`config.mk`:
```
export PLATFORM = sky130hd
export DESIGN_NAME = module_serial_subtractor
export DESIGN_NICKNAME = d
export VERILOG_FILES = /design/src/rtl/module_serial_subtractor.sv
export SDC_FILE = /design/constraint.sdc
export NUM_CORES = 1
export LEC_CHECK = 0
export BUFFER_PORTS_ARGS = -buffer_cell sky130_fd_sc_hd__buf_2
export CAP_MARGIN = 20
export CORE_MARGIN = 2
export CORE_UTILIZATION = 55
export CTS_CLUSTER_DIAMETER = 40
export DETAILED_ROUTE_END_ITERATION = 8
export GPL_TIMING_DRIVEN = 0
export PLACE_DENSITY = 0.78
export SLEW_MARGIN = 20
export SYNTH_ARGS = -nofsm -noshare
export SYNTH_HDL_FRONTEND = slang
export SYNTH_SLANG_ARGS = --single-unit
```
`constraint.sdc`:
```
create_clock -name i_Clk -period 2.8 [get_ports i_Clk]
set_clock_uncertainty 0.15 [all_clocks]
set_input_delay 0.42 -clock i_Clk [delete_from_list [all_inputs] [get_ports i_Clk]]
set_output_delay 0.42 -clock i_Clk [all_outputs]
set_load 0.005 [all_outputs]
```
`src/rtl/module_serial_subtractor.sv`:
```
// Bit-serial two's-complement subtractor.
// Computes A - B one bit per clock, LSB first, with a single borrow flop.
// Uses a start/busy/done handshake. The result registers change only at
// the completion edge, so the previous result stays visible throughout a run.
module module_serial_subtractor #(
  parameter int WIDTH = 8
) (
  input  logic             i_Clk,
  input  logic             i_Rst,
  input  logic             i_Start,
  input  logic [WIDTH-1:0] i_Minuend,
  input  logic [WIDTH-1:0] i_Subtrahend,
  output logic             o_Busy,
  output logic             o_Done,
  output logic [WIDTH-1:0] o_Difference,
  output logic             o_Borrow,
  output logic             o_Overflow
);

  localparam int CW = $clog2(WIDTH);

  typedef enum logic [1:0] {
    IDLE,
    RUN,
    DONE
  } state_t;

  state_t           state_q;
  logic [WIDTH-1:0] a_q;          // minuend shift register, LSB consumed first
  logic [WIDTH-1:0] b_q;          // subtrahend shift register
  // Only WIDTH-1 bits are stored. The final bit joins them directly at the
  // completion edge, on its way into the result register.
  logic [WIDTH-2:0] diff_q;
  logic             br_q;         // running borrow between bit positions
  logic [CW-1:0]    cnt_q;        // index of the bit being processed
  logic             a_msb_q;      // operand sign bits, kept for the overflow test
  logic             b_msb_q;
  logic             busy_q;
  logic             done_q;
  logic [WIDTH-1:0] result_q;
  logic             borrow_q;
  logic             overflow_q;

  logic             bit_d;
  logic             br_d;
  logic [WIDTH-1:0] diff_d;
  logic             last_bit;

  // One full-subtractor cell acting on the current operand LSBs and the borrow.
  always_comb begin
    bit_d    = a_q[0] ^ b_q[0] ^ br_q;
    br_d     = (~a_q[0] & b_q[0]) | (~(a_q[0] ^ b_q[0]) & br_q);
    diff_d   = {bit_d, diff_q};
    last_bit = (cnt_q == CW'(WIDTH - 1));
  end

  // Control FSM and serial datapath with registered handshake and result outputs.
  // NOTE: every flop here uses <= so all of them see the pre-edge values of the others.
  always_ff @(posedge i_Clk or posedge i_Rst) begin
    if (i_Rst) begin
      state_q    <= IDLE;
      a_q        <= '0;
      b_q        <= '0;
      diff_q     <= '0;
      br_q       <= 1'b0;
      cnt_q      <= '0;
      a_msb_q    <= 1'b0;
      b_msb_q    <= 1'b0;
      busy_q     <= 1'b0;
      done_q     <= 1'b0;
      result_q   <= '0;
      borrow_q   <= 1'b0;
      overflow_q <= 1'b0;
    end else begin
      case (state_q)
        IDLE: begin
          done_q <= 1'b0;
          if (i_Start) begin
            a_q     <= i_Minuend;
            b_q     <= i_Subtrahend;
            a_msb_q <= i_Minuend[WIDTH-1];
            b_msb_q <= i_Subtrahend[WIDTH-1];
            diff_q  <= '0;
            br_q    <= 1'b0;
            cnt_q   <= '0;
            busy_q  <= 1'b1;
            state_q <= RUN;
          end
        end
        RUN: begin
          a_q    <= a_q >> 1;
          b_q    <= b_q >> 1;
          diff_q <= diff_d[WIDTH-1:1];
          br_q   <= br_d;
          cnt_q  <= cnt_q + CW'(1);
          if (last_bit) begin
            // All three result fields update together at this edge.
            result_q   <= diff_d;
            borrow_q   <= br_d;
            overflow_q <= (a_msb_q != b_msb_q) && (bit_d != a_msb_q);
            done_q     <= 1'b1;
            state_q    <= DONE;
          end
        end
        DONE: begin
          done_q  <= 1'b0;
          busy_q  <= 1'b0;
          state_q <= IDLE;
        end
        default: begin
          done_q  <= 1'b0;
          busy_q  <= 1'b0;
          state_q <= IDLE;
        end
      endcase
    end
  end

  assign o_Busy       = busy_q;
  assign o_Done       = done_q;
  assign o_Difference = result_q;
  assign o_Borrow     = borrow_q;
  assign o_Overflow   = overflow_q;

endmodule

```
==> flow_metrics.env, run 1 <==
export IMPL_pwr_share_clk_pct=13.9
export IMPL_cp_depth=5
export IMPL_cp_endpoint="o_Difference[2]"
export IMPL_syn_avg_cell_area_sq_um=11.65
export IMPL_rows=21
export IMPL_p_leak_nw=1.119
export IMPL_drc=0
export IMPL_finalWorstSetupSlack_ns=1.033
export IMPL_switching_share_pct=34.19
export IMPL_min_from="i_Minuend[7]"
export IMPL_wire_per_inst_microns=13.87
export IMPL_rsz0062_at_grt="no"
export IMPL_diodes=0
export IMPL_ys_seq_elements=43
export IMPL_grt_pass1_wl_mm=6.168
export IMPL_period_needed_ns=1.767
export IMPL_synthCells=160
export IMPL_timing_rr_start="cnt_q[0]"
export IMPL_nFillCells=272
export IMPL_htreeDepth=2
export IMPL_cpPeakStageDelay_ns=0.42
export IMPL_path_cells="ha_1 > ha_1 > nand3b_2 > buf_4 > mux2_4"
export IMPL_clkSinkCount=43
export IMPL_r2r_end="o_Difference[2]"
export IMPL_gr_total_overflow=0
export IMPL_critPathMaxFanout=10
export IMPL_timing_worst_setup_path_type="reg -> reg"
export IMPL_ys_top_cells_by_area="dfrtp_1 (58%), and3b_1 (7.0%), a22o_1 (5.2%)"
export IMPL_drive_above_1_share_pct=30.00
export IMPL_vias=1312
export IMPL_syn_to_final_growth_pct=15.64
export IMPL_hpwl_mm=2.425
export IMPL_cp_required_ns=2.90
export IMPL_synth_distinct_cells=22
export IMPL_synth_top_area_cell="dfrtp_1"
export IMPL_io_buffers=30
export IMPL_crit_slowest_cell="dfrtp_1"
export IMPL_yosys_warnings=0
export IMPL_finalCritPeriodShare_pct=63.12
export IMPL_crit_top_cell="ha_1"
export IMPL_synth_top_cell_area_share_pct=57.72
export IMPL_cts_clk_slew_worst_paths_ns=0.12
export IMPL_status="completed"
export IMPL_coreArea_sq_um=3284
export IMPL_vdd_drop_max_mv=0.4066
export IMPL_cts_root_buf="clkbuf_4"
export IMPL_die_w_microns=62.22
export IMPL_clkLatencyLatePin_ns=0.36
export IMPL_num_io_pins=31
export IMPL_finalNetCount=221
export IMPL_worstSetupStartpointType="register"
export IMPL_crit_start="cnt_q[0]"
export IMPL_antenna_left=0
export IMPL_grt_use_total_pct=20.40
export IMPL_grt_max_degree=35
export IMPL_max_slew_margin_pct=73.73
export IMPL_dp_worst_setup_slack_ns=1.056
export IMPL_switching_power_uw=721.4
export IMPL_initial_core_util_pct=56.76
export IMPL_synthesis_nets=182
export IMPL_grt_pass1_vias=1303
export IMPL_reg2reg_slack_ns=1.03
export IMPL_slew_violations=0
export IMPL_pwr_density_cell_nw_per_um2=978.9
export IMPL_rr_worst_depth=5
export IMPL_finalSetupTns_ns=0
export IMPL_cp_data_arrival_time_ns=1.86
export IMPL_die_height_microns=62.22
export IMPL_drt_first_pass_iters=4
export IMPL_critPathCaptureType="register"
export IMPL_cts_setup_buffers=0
export IMPL_p_int_mw=1.389
export IMPL_detail_route_iter0_violations=63
export IMPL_place_gp_congestion=0.8232
export IMPL_finalHoldViolCount=0
export IMPL_cp_top_family="flip-flops"
export IMPL_cts_resized=0
export IMPL_regArea_sq_um=1076
export IMPL_power_share_sequential_pct=49.4
export IMPL_setup_violations=0
export IMPL_cts_tree="yes"
export IMPL_hold_class="in -> reg"
export IMPL_cap_violations=0
export IMPL_wl_mm=3.412
export IMPL_dieArea_sq_um=3871
export IMPL_worst_path_buf_inv=1
export IMPL_synth_seq_area_share_pct=57.72
export IMPL_syn_area_sq_um=1864
export IMPL_antenna_found_initial=0
export IMPL_max_freq_mhz=565.8
export IMPL_clk_path_buf_depth=2
export IMPL_power_frac_comb_pct=36.7
export IMPL_vias_per_cell=5.333
export IMPL_multi_input_area_sq_um=711.9
export IMPL_numCtsBuffers=5
export IMPL_worst_pin_slew_ns=0.3941
[worst reg2reg max path, cell delays in order, from the launching register on]
cell,delay (ns)
dfrtp_1,0.42
ha_1,0.20
ha_1,0.21
nand3b_2,0.14
buf_4,0.22
mux2_4,0.31
[registers in the layout, indices dropped and copies added, names as in the netlist, 2 cells and up]
register and flops:
a_q 8, b_q 8, cnt_q 3, diff_q 7, o_Difference 8, state_q 2
[power groups by stage]
| stage | logic [mW] | clock network, mW | registers [mW] |
|---|---|---|---|
| floorplan | 0.566 | 0 | 1.02 |
| global placement | 0.752 | 0 | 1.04 |
| detailed placement | 0.784 | 0 | 1.05 |
| CTS | 0.787 | 0.303 | 1.04 |
| global route | 0.888 | 0.332 | 1.08 |
| finish | 0.775 | 0.292 | 1.04 |
[logic make-up (layout without fill, tap and decap cells)]
group,Yosys count,count (layout),share of synthesized area (%)
flip-flops,43,43,57.72
AND/OR/NAND/NOR,42,42,13.56
AO/OA/AOI/OAI,47,47,15.17
buffers and inverters,15,55,4.094
multiplexers,10,10,7.047
adder cells (fa/ha/maj),3,3,2.416
[synthesized netlist by cell type (all sizes together)]
cell type,number
dfrtp,43
nand2,18
o21ai,18
a21oi,17
and3b,15
a22o,11
mux2,10
buf,7
inv,5
nor2,4
clkbuf,3
nand2b,3
ha,2
fa,1
nand3b,1
nor2b,1
o21bai,1
[worst min-delay path by stage]
stage          slack [ns]              end  cells after the start
3_5_place_dp         0.20  o_Difference[7]                      2
4_1_cts              0.13           a_q[7]                      2
6_report             0.15           a_q[7]                      2
2_1_floorplan        0.30           b_q[0]                      2
5_1_grt              0.15           a_q[7]                      2
3_3_place_gp         0.31       o_Overflow                      2
[through the flow]
step | std cells | hold slack [ns] | area [sq um] | utilization [%] | power [mW]
after floorplan | 160 | 0.2998 | 1864 | - | 1.590
final | 246 | 0.1529 | 2156 | 65.64 | 2.110
after CTS | 246 | 0.1321 | 2156 | 65.64 | 2.132
after global placement | 236 | 0.3077 | 2072 | 63.09 | 1.791
after global routing | 246 | 0.1460 | 2156 | 65.64 | 2.296
after detailed placement | 237 | 0.2046 | 2092 | 63.70 | 1.838
[what timing repair did]
| action | in CTS | in global routing |
|---|---|---|
| setup endpoints to repair | 0 | 0 |
| hold buffers | 1 | 0 |
| endpoints found under the hold margin | 9 | 0 |
[area by class of cell]
cell class              count  area share, %
multi-input cells         102          33.02
clock inverters             2         0.5804
inverters                   5         0.8706
well taps                  46          2.670
clock buffers               6          1.915
plain buffers              10          2.670
repair buffers             32          8.358
flip-flops and latches     43          49.91
[layout by cell type (no fill, tap or decap)]
cell type       n
a21oi_1        17
a22o_1         11
and3b_1        15
buf_12          1
buf_2          33
buf_4           4
clkbuf_1        3
clkbuf_2        1
clkbuf_4        5
clkinv_2        1
clkinvlp_4      1
dfrtp_1        43
dlygate4sd3_1   1
fa_1            1
ha_1            2
inv_1           4
inv_2           1
mux2_2          5
mux2_4          5
nand2_1        18
nand2b_1        3
nand3b_2        1
nor2_1          3
nor2_2          1
nor2b_1         1
o21ai_0        14
o21ai_1         4
o21bai_2        1
[routing by layer]
metal,vias to the layer above,share of wire [%],GRT usage (%)
met2,31,46,31.11
met5,-,0,0
li1,638,-,-
met3,6,5.2,5.616
met4,0,1.7,7.500
met1,637,47,28.26
Power figures use the tool's default switching activity.
==> run 2, diff against run 1 <==
clock period = 1.78 ns   (was 2.8 ns; I/O delays follow)
==> run 2 against run 1 <==
Effect of this change:
- sequential power rose by 58%
- utilization up 1.1 points
- critical path depth unchanged
- highest routed layer unchanged
==> flow_metrics.env, run 2 (synthesis results as in run 1) <==
export IMPL_power_frac_comb_pct=37.0
export IMPL_r2r_end="o_Difference[2]"
export IMPL_drc=0
export IMPL_grt_pass1_vias=1309
export IMPL_power_share_sequential_pct=49.2
export IMPL_grt_use_total_pct=20.44
export IMPL_grt_max_degree=35
export IMPL_finalCritPeriodShare_pct=95.14
export IMPL_setup_violations=0
export IMPL_reg2reg_slack_ns=0.09
export IMPL_critPathCaptureType="register"
export IMPL_pwr_density_cell_nw_per_um2=1520
export IMPL_num_io_pins=31
export IMPL_switching_power_mw=1.138
export IMPL_grt_met2_usage_pct=30.98
export IMPL_clk_path_buf_depth=2
export IMPL_wire_per_inst_microns=13.67
export IMPL_design_area_sq_um=2192
export IMPL_timing_rr_start="cnt_q[0]"
export IMPL_rr_worst_depth=5
export IMPL_gr_total_overflow=0
export IMPL_finalSetupTns_ns=0
export IMPL_initial_core_util_pct=56.76
export IMPL_finalNetCount=223
export IMPL_dieArea_sq_um=3871
export IMPL_p_leak_nw=1.143
export IMPL_hold_path_end="a_q[2]"
export IMPL_worstSetupStartpointType="register"
export IMPL_numCtsBuffers=5
export IMPL_vdd_drop_max_mv=0.6375
export IMPL_hold_class="in -> reg"
export IMPL_finalHoldViolCount=0
export IMPL_die_height_microns=62.22
export IMPL_syn_to_final_growth_pct=17.58
export IMPL_layout_common_cells="dfrtp_1 (43), buf_2 (33), nand2_1 (18)"
export IMPL_grt_pass1_wl_mm=6.196
export IMPL_antenna_left=0
export IMPL_finalWorstSetupSlack_ns=0.08651
export IMPL_dp_worst_setup_slack_ns=0.03587
export IMPL_diodes=0
export IMPL_io_buffers=30
export IMPL_p_int_mw=2.195
export IMPL_hpwl_mm=2.425
export IMPL_switching_share_pct=34.14
export IMPL_drt_first_pass_iters=4
export IMPL_max_slew_margin_pct=73.70
export IMPL_cap_violations=0
export IMPL_antenna_found_initial=0
export IMPL_vias=1322
export IMPL_slew_violations=0
export IMPL_gr_usage_met1_pct=28.50
export IMPL_placed_area_sq_um=2092
export IMPL_timing_worst_setup_path_type="reg -> reg"
export IMPL_p_total_mw=3.333
export IMPL_gr_max_usage_layer="met2"
export IMPL_period_needed_ns=1.693
export IMPL_clkSinkCount=43
export IMPL_final_util_pct=66.74
export IMPL_final_cells=248
export IMPL_cts_setup_buffers=0
export IMPL_detail_route_iter0_violations=72
export IMPL_min_from="i_Minuend[2]"
export IMPL_wl_mm=3.389
export IMPL_drive_above_1_share_pct=29.70
export IMPL_die_w_microns=62.22
export IMPL_htreeDepth=2
export IMPL_worst_pin_slew_ns=0.3945
export IMPL_cts_root_buf="clkbuf_4"
export IMPL_met3_usage_pct=5.616
export IMPL_status="completed"
export IMPL_timing_hold_ws_ns=0.1401
export IMPL_cp_data_arrival_time_ns=1.79
export IMPL_coreArea_sq_um=3284
export IMPL_min_path_cells=4
export IMPL_cts_clk_slew_worst_paths_ns=0.12
export IMPL_pwr_share_clk_pct=13.8
export IMPL_clkLatencyLatePin_ns=0.36
export IMPL_final_common_cell="dfrtp_1"
export IMPL_nFillCells=269
export IMPL_place_gp_congestion=0.8232
export IMPL_vias_per_cell=5.331
export IMPL_max_freq_mhz=590.5
export IMPL_critPathMaxFanout=10
export IMPL_cp_required_ns=1.88
export IMPL_cts_tree="yes"
export IMPL_rows=21
export IMPL_place_inst=237
==> run 2: timing repair <==
| item | in CTS | in global routing |
|---|---|---|
| setup endpoints to repair | 0 | 5 |
| resized for setup | 0 | 3 |
| hold buffers | 3 | 0 |
| endpoints found under the hold margin | 45 | 0 |
==> run 2: how the worst max path moves through the flow <==
stage                  start         endpoint  cells past startpoint
floorplan           cnt_q[0]  o_Difference[0]                      5
global placement       i_Rst         cnt_q[1]                      2
detailed placement  cnt_q[0]  o_Difference[3]                      5
CTS                 cnt_q[0]  o_Difference[1]                      5
global route        cnt_q[0]  o_Difference[7]                      5
finish              cnt_q[0]  o_Difference[2]                      5
==> run 2: layout make-up <==
cell class                 count  area [sq um]  share of cell area [%]
sequential                    43          1076                   49.09
multi-input combinational    102         720.7                   32.88
timing repair buffer          34         200.2                   9.132
buffer                        10         65.06                   2.968
tap                           46         57.56                   2.626
clock buffer                   6         41.29                   1.884
inverter                       5         18.77                  0.8562
clock inverter                 2         12.51                  0.5708
==> run 2: power by group through the flow <==
stage | clock network (mW) | registers [mW] | logic (mW)
4_1_cts | 0.477 | 1.64 | 1.24
3_3_place_gp | 0 | 1.63 | 1.18
2_1_floorplan | 0 | 1.61 | 0.890
6_report | 0.459 | 1.64 | 1.23
5_1_grt | 0.522 | 1.70 | 1.41
3_5_place_dp | 0 | 1.66 | 1.23
==> run 2: critical path, cell delays in order, from the launching register on <==
cell and delay [ns]:
dfrtp_1 0.42, ha_1 0.20, ha_1 0.23, nand3b_4 0.13, buf_8 0.15, mux2_4 0.30
==> run 2: metal layers <==
layer | part of all wire (%) | vias up | routed length [microns]
li1 | - | 642 | -
met3 | 5.3 | 6 | 178
met1 | 47 | 641 | 1580
met5 | 0 | - | 0
met4 | 1.7 | 0 | 57
met2 | 46 | 33 | 1573
==> run 3, diff against run 2 <==
ABC_AREA = 1   (was not set)
CTS_BUF_LIST = sky130_fd_sc_hd__clkbuf_4 sky130_fd_sc_hd__clkbuf_8 sky130_fd_sc_hd__clkbuf_16   (was not set)
HOLD_SLACK_MARGIN = 0.1   (was not set)
==> run 3 against run 2 <==
Effect of this change:
- sequential share of layout area fell by 4.0 points
- critical path depth grew 1
- flip-flop and latch count did not move
- first-iteration DRC count grew 18%
- utilization increased by 4.8 points
- critical path type unchanged
- largest cell class unchanged
==> flow_metrics.env, run 3 <==
export IMPL_status="completed"
export IMPL_clk_path_buf_depth=2
export IMPL_hold_buffers=18
export IMPL_grt_use_total_pct=22.21
export IMPL_antenna_left=0
export IMPL_cts_setup_buffers=0
export IMPL_async_reset_ff_share_pct=100.0
export IMPL_ys_seq_elements=43
export IMPL_timing_worst_setup_path_type="reg -> reg"
export IMPL_htreeDepth=2
export IMPL_diodes=0
export IMPL_grt_pass1_wl_mm=6.734
export IMPL_critPathCaptureType="register"
export IMPL_gr_total_overflow=0
export IMPL_finalHoldViolCount=0
export IMPL_vias=1586
export IMPL_final_cells=329
export IMPL_critPathMaxFanout=3
export IMPL_finalCritPeriodShare_pct=88.52
export IMPL_setup_violations=0
export IMPL_clkLatencyLatePin_ns=0.36
export IMPL_pwr_density_cell_nw_per_um2=1530
export IMPL_drt_first_pass_iters=4
export IMPL_cp_data_arrival_time_ns=1.70
export IMPL_syn_area_sq_um=1921
export IMPL_place_inst=303
export IMPL_synth_edf_count=0
export IMPL_synth_distinct_cells=18
export IMPL_numCtsBuffers=5
export IMPL_cts_resized=0
export IMPL_period_needed_ns=1.576
export IMPL_initial_core_util_pct=57.56
export IMPL_syn_to_final_growth_pct=24.23
export IMPL_cts_root_buf="clkbuf_4"
export IMPL_place_gp_congestion=0.7359
export IMPL_vias_per_cell=4.821
export IMPL_ys_top_cells_by_area="dfrtp_1 (56%), nand2_1 (21%), o21ai_0 (4.7%)"
export IMPL_detail_route_iter0_violations=85
export IMPL_synthesis_nets=248
export IMPL_io_buffers=30
export IMPL_max_slew_margin_pct=73.17
export IMPL_vdd_drop_max_mv=0.7514
export IMPL_grt_pass1_vias=1561
export IMPL_coreArea_sq_um=3337
export IMPL_yosys_warnings=0
export IMPL_drive_above_1_share_pct=19.79
export IMPL_wire_per_inst_microns=11.81
export IMPL_drc=0
export IMPL_synthCells=226
export IMPL_cap_violations=0
export IMPL_synth_seq_area_share_pct=56.03
export IMPL_synthTopCellsByCount="nand2_1 (106), dfrtp_1 (43), o21ai_0 (18), nand3_1 (15), inv_1 (14)"
export IMPL_placed_area_sq_um=2148
export IMPL_antenna_found_initial=0
export IMPL_hold_class="in -> async"
export IMPL_yosysMostFrequentCell="nand2_1"
export IMPL_worstSetupStartpointType="register"
export IMPL_layout_common_cells="nand2_1 (106), dfrtp_1 (43), buf_2 (32)"
export IMPL_worst_pin_slew_ns=0.4018
export IMPL_synth_top_area_cell="dfrtp_1"
export IMPL_rsz0062_at_grt="no"
export IMPL_synth_top_flop_cell="dfrtp_1"
export IMPL_p_leak_nw=1.283
export IMPL_max_freq_mhz=634.6
export IMPL_die_w_microns=63.10
export IMPL_design_area_sq_um=2386
export IMPL_cts_tree="yes"
export IMPL_clkSinkCount=43
export IMPL_cp_required_ns=1.90
export IMPL_hpwl_mm=2.606
export IMPL_grt_max_degree=27
export IMPL_wl_mm=3.887
export IMPL_dieArea_sq_um=3981
export IMPL_synth_top_cell_area_share_pct=56.03
export IMPL_cts_clk_slew_worst_paths_ns=0.13
export IMPL_die_height_microns=63.10
export IMPL_slew_violations=0
export IMPL_num_io_pins=31
export IMPL_final_common_cell="nand2_1"
export IMPL_finalNetCount=304
export IMPL_syn_avg_cell_area_sq_um=8.498
export IMPL_rows=21
[run 3: stage by stage]
step | util (%) | setup slack [ns] | hold slack (ns) | total power, mW | TNS (ns)
after global placement | 63.78 | -0.1855 | 0.3075 | 3.097 | -7.894
after floorplan | - | 0.3560 | 0.2697 | 2.706 | 0
after CTS | 71.50 | 0.2157 | 0.2730 | 3.673 | 0
final | 71.50 | 0.2043 | 0.2817 | 3.651 | 0
after detailed placement | 64.38 | 0.2256 | 0.1309 | 3.174 | 0
after global routing | 71.50 | 0.1389 | 0.3159 | 3.988 | 0
[run 3: logic make-up (layout without fill, tap and decap cells)]
| group | count (synthesis) | count (layout) | share of synthesized area, % |
|---|---|---|---|
| adders and majority gates | 3 | 3 | 2.345 |
| AOI/OAI and AO/OA | 24 | 24 | 6.841 |
| buffers and inverters | 26 | 83 | 7.231 |
| DFF | 43 | 43 | 56.03 |
| and+or+nand+nor | 130 | 130 | 27.56 |
[run 3: metal layers]
layer	vias up	track usage, %	share of wire [%]
met5	-	0	0
met4	0	11.11	1.8
met3	8	4.286	4.1
met2	35	35.24	48
met1	735	29.26	46
li1	808	-	-
[run 3: area by class of cell]
cell class	instances	area, sq um
Multi-Input combinational cell	157	705.7
Buffer	9	75.07
Fill cell	263	950.9
Inverter	17	63.81
Clock inverter	3	20.02
Clock buffer	5	37.54
Sequential cell	43	1076
Tap cell	46	57.56
Timing Repair Buffer	49	350.3
[run 3: final timing paths]
path	start	to	slack (ns)	cells after the start
hold / removal	i_Rst	b_q[0]	0.28	3
max in group asynchronous	i_Rst	diff_q[3]	0.73	4
min in group i_Clk	o_Difference[0]	o_Difference[0]	0.34	2
setup reg to reg	a_q[0]	o_Overflow	0.20	6
setup / recovery	a_q[0]	o_Overflow	0.20	6
hold reg to reg	o_Difference[0]	o_Difference[0]	0.34	2
[run 3: report_power, final]
part	internal, mW	switching, mW	leakage [nW]
clock	0.151	0.322	0.0272
sequential	1.40	0.228	0.544
combinational	0.639	0.909	0.712
[run 3: critical path, cell delays in order (launching register included)]
cell     delay [ns]
dfrtp_1        0.42
fa_1           0.64
nor2_1         0.07
nand2_1        0.06
nand2_1        0.04
nand2_1        0.05
nand2_1        0.05
